`config.mk`:
```
export PLATFORM = sky130hd
export DESIGN_NAME = extinguisher_driver
export DESIGN_NICKNAME = d
export VERILOG_FILES = /design/src/rtl/extinguisher_driver_pkg.sv /design/src/rtl/extinguisher_driver_down_timer.sv /design/src/rtl/extinguisher_driver.sv
export SDC_FILE = /design/constraint.sdc
export NUM_CORES = 1
export LEC_CHECK = 0
export CAP_MARGIN = 0
export CELL_PAD_IN_SITES_DETAIL_PLACEMENT = 0
export CELL_PAD_IN_SITES_GLOBAL_PLACEMENT = 1
export CORE_ASPECT_RATIO = 0.8
export CORE_MARGIN = 10
export CORE_UTILIZATION = 35
export CTS_CLUSTER_SIZE = 16
export DETAILED_ROUTE_END_ITERATION = 16
export PLACE_DENSITY_LB_ADDON = 0.1
export SLEW_MARGIN = 5
export SYNTH_ARGS = -nofsm -noshare
export SYNTH_HDL_FRONTEND = slang
export SYNTH_SLANG_ARGS = --single-unit
```
`constraint.sdc`:
```
create_clock -name clk -period 1.7 [get_ports clk]
set_input_delay 0.51 -clock clk [delete_from_list [all_inputs] [get_ports clk]]
set_output_delay 0.51 -clock clk [all_outputs]
set_load 0.05 [all_outputs]
```
`src/rtl/extinguisher_driver_pkg.sv`:
```
`default_nettype none
// ============================================================================
// extinguisher_driver_pkg : state encodings, default timing, timer sizing
// Rev 1.0
// ============================================================================
package extinguisher_driver_pkg;

    localparam int DEF_ARM_CYCLES   = 4;
    localparam int DEF_SPRAY_CYCLES = 8;
    localparam int DEF_PAUSE_CYCLES = 4;
    localparam int DEF_FLOW_TIMEOUT = 3;
    localparam int DEF_MAX_BURSTS   = 3;

    typedef enum logic [2:0] {
        S_IDLE  = 3'd0,
        S_ARM   = 3'd1,
        S_SPRAY = 3'd2,
        S_PAUSE = 3'd3,
        S_DONE  = 3'd4,
        S_FAULT = 3'd5
    } state_t;

    // Timer only ever holds (cycles - 1), so clog2 of the largest period suffices.
    function automatic int timer_width(input int a, input int b, input int c);
        int m;
        m = (a > b) ? a : b;
        m = (m > c) ? m : c;
        return (m > 1) ? $clog2(m) : 1;
    endfunction

endpackage
`default_nettype wire

```
`src/rtl/extinguisher_driver_down_timer.sv`:
```
`default_nettype none
// ============================================================================
// down_timer : loadable down-counter that saturates at zero
// Rev 1.0
// ============================================================================
module down_timer #(
    parameter int WIDTH = 3
) (
    input  logic             clk,
    input  logic             reset,
    input  logic             load,
    input  logic [WIDTH-1:0] load_val,
    input  logic             en,
    output logic             zero,
    output logic [WIDTH-1:0] count
);

    logic [WIDTH-1:0] count_q;

    always_ff @(posedge clk) begin
        if (!reset) begin
            count_q <= '0;
        end else if (load) begin
            count_q <= load_val;
        end else if (en && (count_q != '0)) begin
            count_q <= count_q - WIDTH'(1);
        end
    end

    assign zero  = (count_q == '0);
    assign count = count_q;

endmodule
`default_nettype wire

```
`src/rtl/extinguisher_driver.sv`:
```
`default_nettype none
// ============================================================================
// extinguisher_driver : warn / spray / pause sequencer with flow supervision
// Rev 1.0
// ============================================================================
module extinguisher_driver
    import extinguisher_driver_pkg::*;
#(
    parameter int ARM_CYCLES   = DEF_ARM_CYCLES,
    parameter int SPRAY_CYCLES = DEF_SPRAY_CYCLES,
    parameter int PAUSE_CYCLES = DEF_PAUSE_CYCLES,
    parameter int FLOW_TIMEOUT = DEF_FLOW_TIMEOUT,
    parameter int MAX_BURSTS   = DEF_MAX_BURSTS
) (
    input  logic                            clk,
    input  logic                            reset,
    input  logic                            extinguish_req,
    input  logic                            flow_ok,
    input  logic                            manual_stop,
    output logic                            warn,
    output logic                            valve_open,
    output logic                            ack,
    output logic                            fault,
    output logic [$clog2(MAX_BURSTS+1)-1:0] burst_count
);

    localparam int TW = timer_width(ARM_CYCLES, SPRAY_CYCLES, PAUSE_CYCLES);
    localparam int BW = $clog2(MAX_BURSTS + 1);

    localparam logic [TW-1:0] ARM_LOAD   = TW'(ARM_CYCLES - 1);
    localparam logic [TW-1:0] SPRAY_LOAD = TW'(SPRAY_CYCLES - 1);
    localparam logic [TW-1:0] PAUSE_LOAD = TW'(PAUSE_CYCLES - 1);
    // Timer value seen on the FLOW_TIMEOUT-th cycle of a burst.
    localparam logic [TW-1:0] FLOW_CHK   = TW'(SPRAY_CYCLES - FLOW_TIMEOUT);

    state_t          state_q, state_d;
    logic [BW-1:0]   burst_q, burst_d, burst_inc;
    logic            flow_seen_q, flow_seen_d;
    logic            warn_q, valve_q, ack_q, fault_q;

    logic            tmr_load, tmr_en, tmr_zero;
    logic [TW-1:0]   tmr_load_val, tmr_count;
    logic            flow_timeout;

    down_timer #(.WIDTH(TW)) u_timer (
        .clk      (clk),
        .reset    (reset),
        .load     (tmr_load),
        .load_val (tmr_load_val),
        .en       (tmr_en),
        .zero     (tmr_zero),
        .count    (tmr_count)
    );

    assign burst_inc    = burst_q + BW'(1);
    assign flow_timeout = (state_q == S_SPRAY) && !flow_seen_q && !flow_ok
                          && (tmr_count == FLOW_CHK);

    always_comb begin
        state_d      = state_q;
        burst_d      = burst_q;
        flow_seen_d  = flow_seen_q;
        tmr_load     = 1'b0;
        tmr_load_val = '0;
        tmr_en       = 1'b0;

        case (state_q)
            S_IDLE: begin
                if (extinguish_req) begin
                    state_d      = S_ARM;
                    tmr_load     = 1'b1;
                    tmr_load_val = ARM_LOAD;
                    burst_d      = '0;
                end
            end
            S_ARM: begin
                if (manual_stop || !extinguish_req) begin
                    state_d = S_IDLE;
                end else if (tmr_zero) begin
                    state_d      = S_SPRAY;
                    tmr_load     = 1'b1;
                    tmr_load_val = SPRAY_LOAD;
                    flow_seen_d  = 1'b0;
                end else begin
                    tmr_en = 1'b1;
                end
            end
            S_SPRAY: begin
                flow_seen_d = flow_seen_q | flow_ok;
                if (flow_timeout) begin
                    state_d = S_FAULT;
                end else if (manual_stop) begin
                    state_d = S_DONE;
                end else if (tmr_zero) begin
                    burst_d = burst_inc;
                    // A request drop mid-burst only suppresses the next burst.
                    if ((burst_inc == BW'(MAX_BURSTS)) || !extinguish_req) begin
                        state_d = S_DONE;
                    end else begin
                        state_d      = S_PAUSE;
                        tmr_load     = 1'b1;
                        tmr_load_val = PAUSE_LOAD;
                    end
                end else begin
                    tmr_en = 1'b1;
                end
            end
            S_PAUSE: begin
                if (manual_stop) begin
                    state_d = S_DONE;
                end else if (tmr_zero) begin
                    if (extinguish_req) begin
                        state_d      = S_SPRAY;
                        tmr_load     = 1'b1;
                        tmr_load_val = SPRAY_LOAD;
                        flow_seen_d  = 1'b0;
                    end else begin
                        state_d = S_DONE;
                    end
                end else begin
                    tmr_en = 1'b1;
                end
            end
            S_DONE: begin
                if (!extinguish_req) begin
                    state_d = S_IDLE;
                end
            end
            S_FAULT: begin
                state_d = S_FAULT;
            end
            default: begin
                state_d = S_IDLE;
            end
        endcase
    end

    always_ff @(posedge clk) begin
        if (!reset) begin
            state_q     <= S_IDLE;
            burst_q     <= '0;
            flow_seen_q <= 1'b0;
            warn_q      <= 1'b0;
            valve_q     <= 1'b0;
            ack_q       <= 1'b0;
            fault_q     <= 1'b0;
        end else begin
            state_q     <= state_d;
            burst_q     <= burst_d;
            flow_seen_q <= flow_seen_d;
            // Outputs registered from next state, so they track state_q exactly.
            warn_q      <= (state_d == S_ARM) || (state_d == S_SPRAY) ||
                           (state_d == S_PAUSE) || (state_d == S_FAULT);
            valve_q     <= (state_d == S_SPRAY);
            ack_q       <= (state_d == S_DONE);
            fault_q     <= (state_d == S_FAULT);
        end
    end

    assign warn        = warn_q;
    assign valve_open  = valve_q;
    assign ack         = ack_q;
    assign fault       = fault_q;
    assign burst_count = burst_q;

endmodule
`default_nettype wire
```
### Word-level counts from Yosys, hierarchy flattened

Index checks and enable logic that the tools add are counted.

* register bits after elaboration: 13
* input bits: 5
* word-level logic and storage cells: 103

* add/sub/neg operators: 2
* equal/unequal tests: 21
* mux-type cells: 51
* bitwise logic cells: 1
* reduce and logical (&&, ||, !) cells: 20

Operators by type and width (number)
* 3-bit two-way mux: 18
* 1-bit two-way mux: 18
* 2-bit two-way mux: 9
* 2-bit != test (second input constant): 9
* 3-bit case mux with 6 select lines: 1
* 3-bit equality test (second input constant): 5
* 3-bit by 2-bit equality test with 1-bit output (second input constant): 4
* 3-bit case mux with 4 select lines: 1
* 3-bit by 1-bit equality test with 1-bit output (second input constant): 2
* 3-bit zero test: 2
* 1-bit case mux with 3 select lines: 2
* 6-bit AND reduction: 1
* 3-bit nonzero test: 2
* 1-bit logical OR: 5
* 5-bit AND reduction: 1
* 1-bit logical AND: 4
* 1-bit case mux with 4 select lines: 1
* 2-bit case mux with 2 select lines: 1
* 2-bit nonzero test: 2
* 1-bit zero test: 3
* 3-bit by 1-bit subtractor with 3-bit output (second input constant): 1
* 2-bit by 1-bit adder with 2-bit output (second input constant): 1
* 2-bit equality test (second input constant): 1
* 1-bit bitwise OR: 1

### Depth between registers and ports, before layout

* word-level depth: 12
* gate-level depth with buffers: 7
* gate-level depth less buffers: 7

### Modules after synthesis

A second synthesis with hierarchy kept.

* cell total of the unflattened synthesis: 91
* area total of the unflattened synthesis: 824.5 µm²

By module, submodules not included
* extinguisher_driver: instances 1, cells each 70, area an instance 639.4 µm², seq. area each 200.2 µm²
* down_timer: instances 1, cells each 21, area an instance 185.2 µm², seq. area each 60.1 µm²

### Worst setup path after synthesis

Ideal clock, no wire load.

* path type: flip-flop to flip-flop
* start: register burst_q[0] (netlist: burst_count[0])
* end: register ack_q (netlist: ack)
* setup time: 128 ps
* arrival: 1786 ps
* data required time: 1572 ps
* setup slack: -214 ps
* stages on the path, launching flop included: 8
* buffers on the path: 0
* cells stage by stage: dfxtp_1 > inv_1 > ha_1 > nor2b_1 > o21ai_1 > a311o_1 > and2_1 > nor2b_1

* longest elaborated chain between the ends: 9

Ends and longest elaborated chain
* from (decl): RTL line extinguisher_driver.sv:37 `logic [BW-1:0] burst_q, burst_d, burst_inc;`
* from (signal assigned): RTL line extinguisher_driver.sv:149 `burst_q <= burst_d;`
* 2-bit by 1-bit adder with 2-bit output: RTL line extinguisher_driver.sv:55 `assign burst_inc = burst_q + BW'(1);`
* 2-bit equality test: RTL line extinguisher_driver.sv:97 `if ((burst_inc == BW'(MAX_BURSTS)) || !extinguish_req) begin`
* 1-bit logical OR: RTL line extinguisher_driver.sv:97
* 3-bit two-way mux: RTL line extinguisher_driver.sv:97
* 3-bit two-way mux: RTL line extinguisher_driver.sv:94 `end else if (tmr_zero) begin`
* 3-bit two-way mux: RTL line extinguisher_driver.sv:92 `end else if (manual_stop) begin`
* 3-bit two-way mux: RTL line extinguisher_driver.sv:90 `if (flow_timeout) begin`
* 3-bit case mux with 6 select lines: RTL line extinguisher_driver.sv:67 `case (state_q)`
* 3-bit equality test: RTL line extinguisher_driver.sv:155 `ack_q <= (state_d == S_DONE);`
* to (signal assigned): RTL line extinguisher_driver.sv:155
* to (decl): RTL line extinguisher_driver.sv:39 `logic warn_q, valve_q, ack_q, fault_q;`

No other way between the ends.
A chain may end at the register's enable or synchronous reset.

### Worst setup path in the final report

* start: register u_timer.count_q[1] (netlist: u_timer.count[1])
* end: register u_timer.count_q[2] (netlist: u_timer.count[2])

* longest elaborated chain between the ends: 7
* elaborated cells between the ends (all ways): 27

Ends and longest elaborated chain
* from (decl): RTL line extinguisher_driver_down_timer.sv:18 `logic [WIDTH-1:0] count_q;`
* from (signal assigned): RTL line extinguisher_driver_down_timer.sv:24 `count_q <= load_val;`
* from (signal assigned): RTL line extinguisher_driver_down_timer.sv:26 `count_q <= count_q - WIDTH'(1);`
* 3-bit zero test: RTL line extinguisher_driver_down_timer.sv:30 `assign zero = (count_q == '0);`
* 1-bit two-way mux: RTL line extinguisher_driver.sv:79, extinguisher_driver.sv:94, extinguisher_driver.sv:111
* 1-bit two-way mux: RTL line extinguisher_driver.sv:109 `if (manual_stop) begin`
* 1-bit two-way mux: RTL line extinguisher_driver.sv:90
* 1-bit case mux with 3 select lines: RTL line extinguisher_driver.sv:67
* 1-bit logical AND: RTL line extinguisher_driver_down_timer.sv:25 `end else if (en && (count_q != '0)) begin`
* 2-bit nonzero test (no source line)

Several ways; a longest one is shown, not always the timed one. The select of a mux whose other input is x is not followed.

==> flow_summary.json <==
{
  "status": "completed",
  "first_pass_iters": 4,
  "synthDominantCellAreaShare": 0.328,
  "maxSlewViolCount": 0,
  "dieWidth_um": 73.2,
  "syn2layout_area_growth_pct": 49.7,
  "critPathRequiredTime_ns": 1.91,
  "cts_max_level": 1,
  "synth_seq_area_share": 0.328,
  "antenna_cells": 0,
  "grt_pass1_vias": 690,
  "cellLeakagePower_nw": 0.473,
  "period_minus_slack_ns": 1.66,
  "wl_per_cell_um": 14.7,
  "finalSetupViolations": 0,
  "path_clk_slew_ns": 0.09,
  "grt_max_degree": 10,
  "path_cells": "inv_4 > ha_4 > nand4bb_1 > nand2_2 > a2111oi_4 > buf_4 > o211ai_1 > a31oi_1",
  "synth_top_area_cell": "dfxtp_1",
  "postRouteAntennaNets": 0,
  "tns_ns": 0,
  "synthMuxAreaShare": 0.0126,
  "ctsHoldBuffers": 0,
  "synth_area_per_cell_um2": 8.53,
  "drt_iter0_markers": 35,
  "grt_usage": 0.0901,
  "drive_gt1_frac": 0.387,
  "placed_area_um2": 1080,
  "cts_root_buffer": "clkbuf_4",
  "synth_compound_area_frac": 0.241,
  "cts_buffers": 3,
  "syn_nets": 102,
  "synth_area_leaders": "dfxtp_1, ha_1, nand2_1",
  "clock_latency_ns": 0.27,
  "p_per_area_nw_per_um2": 626,
  "hold_path_class": "reg -> reg",
  "grt_pass1_wl_um": 3380,
  "maxCapViolCount": 0,
  "reg2reg_depth": 8,
  "slowest_stage": "a2111oi_4",
  "coreArea_um2": 2160,
  "yosys.area_share.simple": 0.281,
  "skew_ns": 0.0105,
  "cts_tree": "done",
  "rsz0062_at_grt": "true",
  "min-delay-start": "flow_seen_q",
  "ys_seq_elements": 13,
  "gp_congestion": 0.804,
  "drt_wl_total_um": 2110,
  "ff2ff_setup_slack_ns": 0.04,
  "synth_top_family_by_area": "simple AND/OR/NAND/NOR gates",
  "fin_area_um2": 1190,
  "std_cell_rows": 15,
  "pre_cts_ws_ns": -0.392,
  "reg2reg_from": "u_timer.count[1]",
  "crit_type": "reg -> reg",
  "cts.sink_count": 13,
  "fmaxAchievable_mhz": 602,
  "clockBufferDepth": 2,
  "yosys.area_share.xor_xnor": 0,
  "overflow": 0,
  "slowest_delay_ns": 0.41,
  "netlist_instances": 93,
  "setup_slack_ns": 0.0391,
  "end_kind": "register",
  "die_h_um": 62.6,
  "vias": 748,
  "slew_headroom": 0.721,
  "drt-vias-per-instance": 5.19,
  "syn_area_um2": 793,
  "start_util": 0.368,
  "worstPathArrival_ns": 1.87,
  "worstPathMaxFanout": 3,
  "yosys_warnings": 0,
  "synth_fa_ha_area_frac": 0.0631,
  "hold_depth": 2,
  "ioPinCount": 11,
  "timing.rr.end": "u_timer.count[2]",
  "finalCritPeriodShare": 0.977,
  "dpl.hpwl_um": 1600,
  "worst_pin_slew_ns": 0.418,
  "antenna_found_initial": 0,
  "finalHoldViolCount": 0,
  "cp-start-kind": "register",
  "drc": 0,
  "io_buffers": 10,
  "nNetsFinal": 129,
  "hold_end": "flow_seen_q",
  "worst_ir_drop_vdd_mv": 0.410,
  "synth_cell_types": 39,
  "die-area_um2": 4580
}
-- sequential cells by signal, indices dropped and copies added, names as in the netlist --
signal / count
ack: 1
burst_count: 2
fault: 1
flow_seen_q: 1
state_q: 3
u_timer.count: 3
valve_open: 1
warn: 1
-- worst max-delay path, delay by kind of cell, from the launching register on --
| family | cells | cell delay [ns] |
|---|---|---|
| compound gates | 3 | 0.65 |
| flops | 1 | 0.36 |
| buf+inv | 2 | 0.23 |
| simple gates | 2 | 0.21 |
| fa+ha+maj | 1 | 0.15 |
-- per-layer routing --
metal,track usage,share of wire,up-vias
li1,-,-,386
met1,0.127,0.49,340
met2,0.123,0.44,20
met3,0.0254,0.068,2
met4,0.0332,0.0061,0
met5,0,0,-
-- power by group --
part / switching (mW) / leakage [nW] / internal [mW] / total [mW]
sequential: 0.0198 / 0.107 / 0.317 / 0.337
clock: 0.103 / 0.0150 / 0.0908 / 0.193
combinational: 0.105 / 0.351 / 0.109 / 0.213
total: 0.227 / 0.473 / 0.516 / 0.743
-- cells in the mapped netlist (all sizes together) --
master	instances
dfxtp	13
nand2	9
inv	7
a21oi	5
o21ai	5
buf	4
ha	4
nor2	4
nor2b	4
nand2b	3
nand3	3
a211oi	2
a31oi	2
and2	2
and3	2
nor3	2
nor4	2
o211ai	2
o31ai	2
a2111oi	1
a21o	1
a311o	1
a31o	1
and4b	1
clkbuf	1
mux2i	1
nand3b	1
nand4	1
nand4bb	1
nor3b	1
nor4b	1
o21bai	1
o22ai	1
o32ai	1
or2	1
-- area by class of cell --
cell class / instances / area (um2)
Fill cell: 198 / 971
Multi-Input combinational cell: 68 / 547
Timing Repair Buffer: 27 / 288
Sequential cell: 13 / 267
Tap cell: 25 / 31.3
Inverter: 7 / 28.8
Clock buffer: 4 / 26.3
-- cells in the final DEF (no fill, tap or decap), drive strengths merged, types with 2 or more instances in the layout --
cell type    instances
nor2b                4
nor2                 4
nand3                3
clkbuf               4
and3                 2
dlygate4sd2          3
buf                 23
a211oi               2
nor4                 2
ha                   4
o31ai                2
o211ai               2
nand2b               3
nand2                9
nor3                 2
inv                  7
o21ai                5
a31oi                2
and2                 2
dfxtp               13
a21oi                5
-- worst max path at each step --
stage	startpoint	end	slack [ns]
final	u_timer.count[1]	u_timer.count[2]	0.04
after floorplan	burst_count[1]	ack	0.0008
after CTS	u_timer.count[0]	fault	0.03
after detailed placement	extinguish_req	ack	-0.39
after global placement	extinguish_req	ack	-0.37
after global routing	u_timer.count[1]	u_timer.count[2]	-0.03
-- per-stage QoR --
stage | std cells | hold slack, ns | util | total power, mW
after floorplan | 93 | 0.444 | - | 0.445
after global placement | 139 | 0.464 | 0.499 | 0.526
after detailed placement | 139 | 0.471 | 0.499 | 0.526
after CTS | 143 | 0.493 | 0.523 | 0.725
after global routing | 144 | 0.512 | 0.550 | 0.785
final | 144 | 0.491 | 0.550 | 0.743
-- logic make-up (layout without fill, tap and decap cells) --
kind of cell / Yosys count / count (layout)
muxes: 1 / 1
and+or+nand+nor: 38 / 38
adders and majority gates: 4 / 4
AOI/OAI and AO/OA: 25 / 25
DFF: 13 / 13
buffers and inverters: 12 / 38
-- repair_timing --
item | in CTS | in global routing
endpoints found under the setup margin | 8 | 9
setup buffers | 0 | 2
gates resized for setup | 9 | 14
hold endpoints to repair | 0 | 0
pin swaps | 9 | 7
No activity file was read; power rests on OpenSTA's default activity.
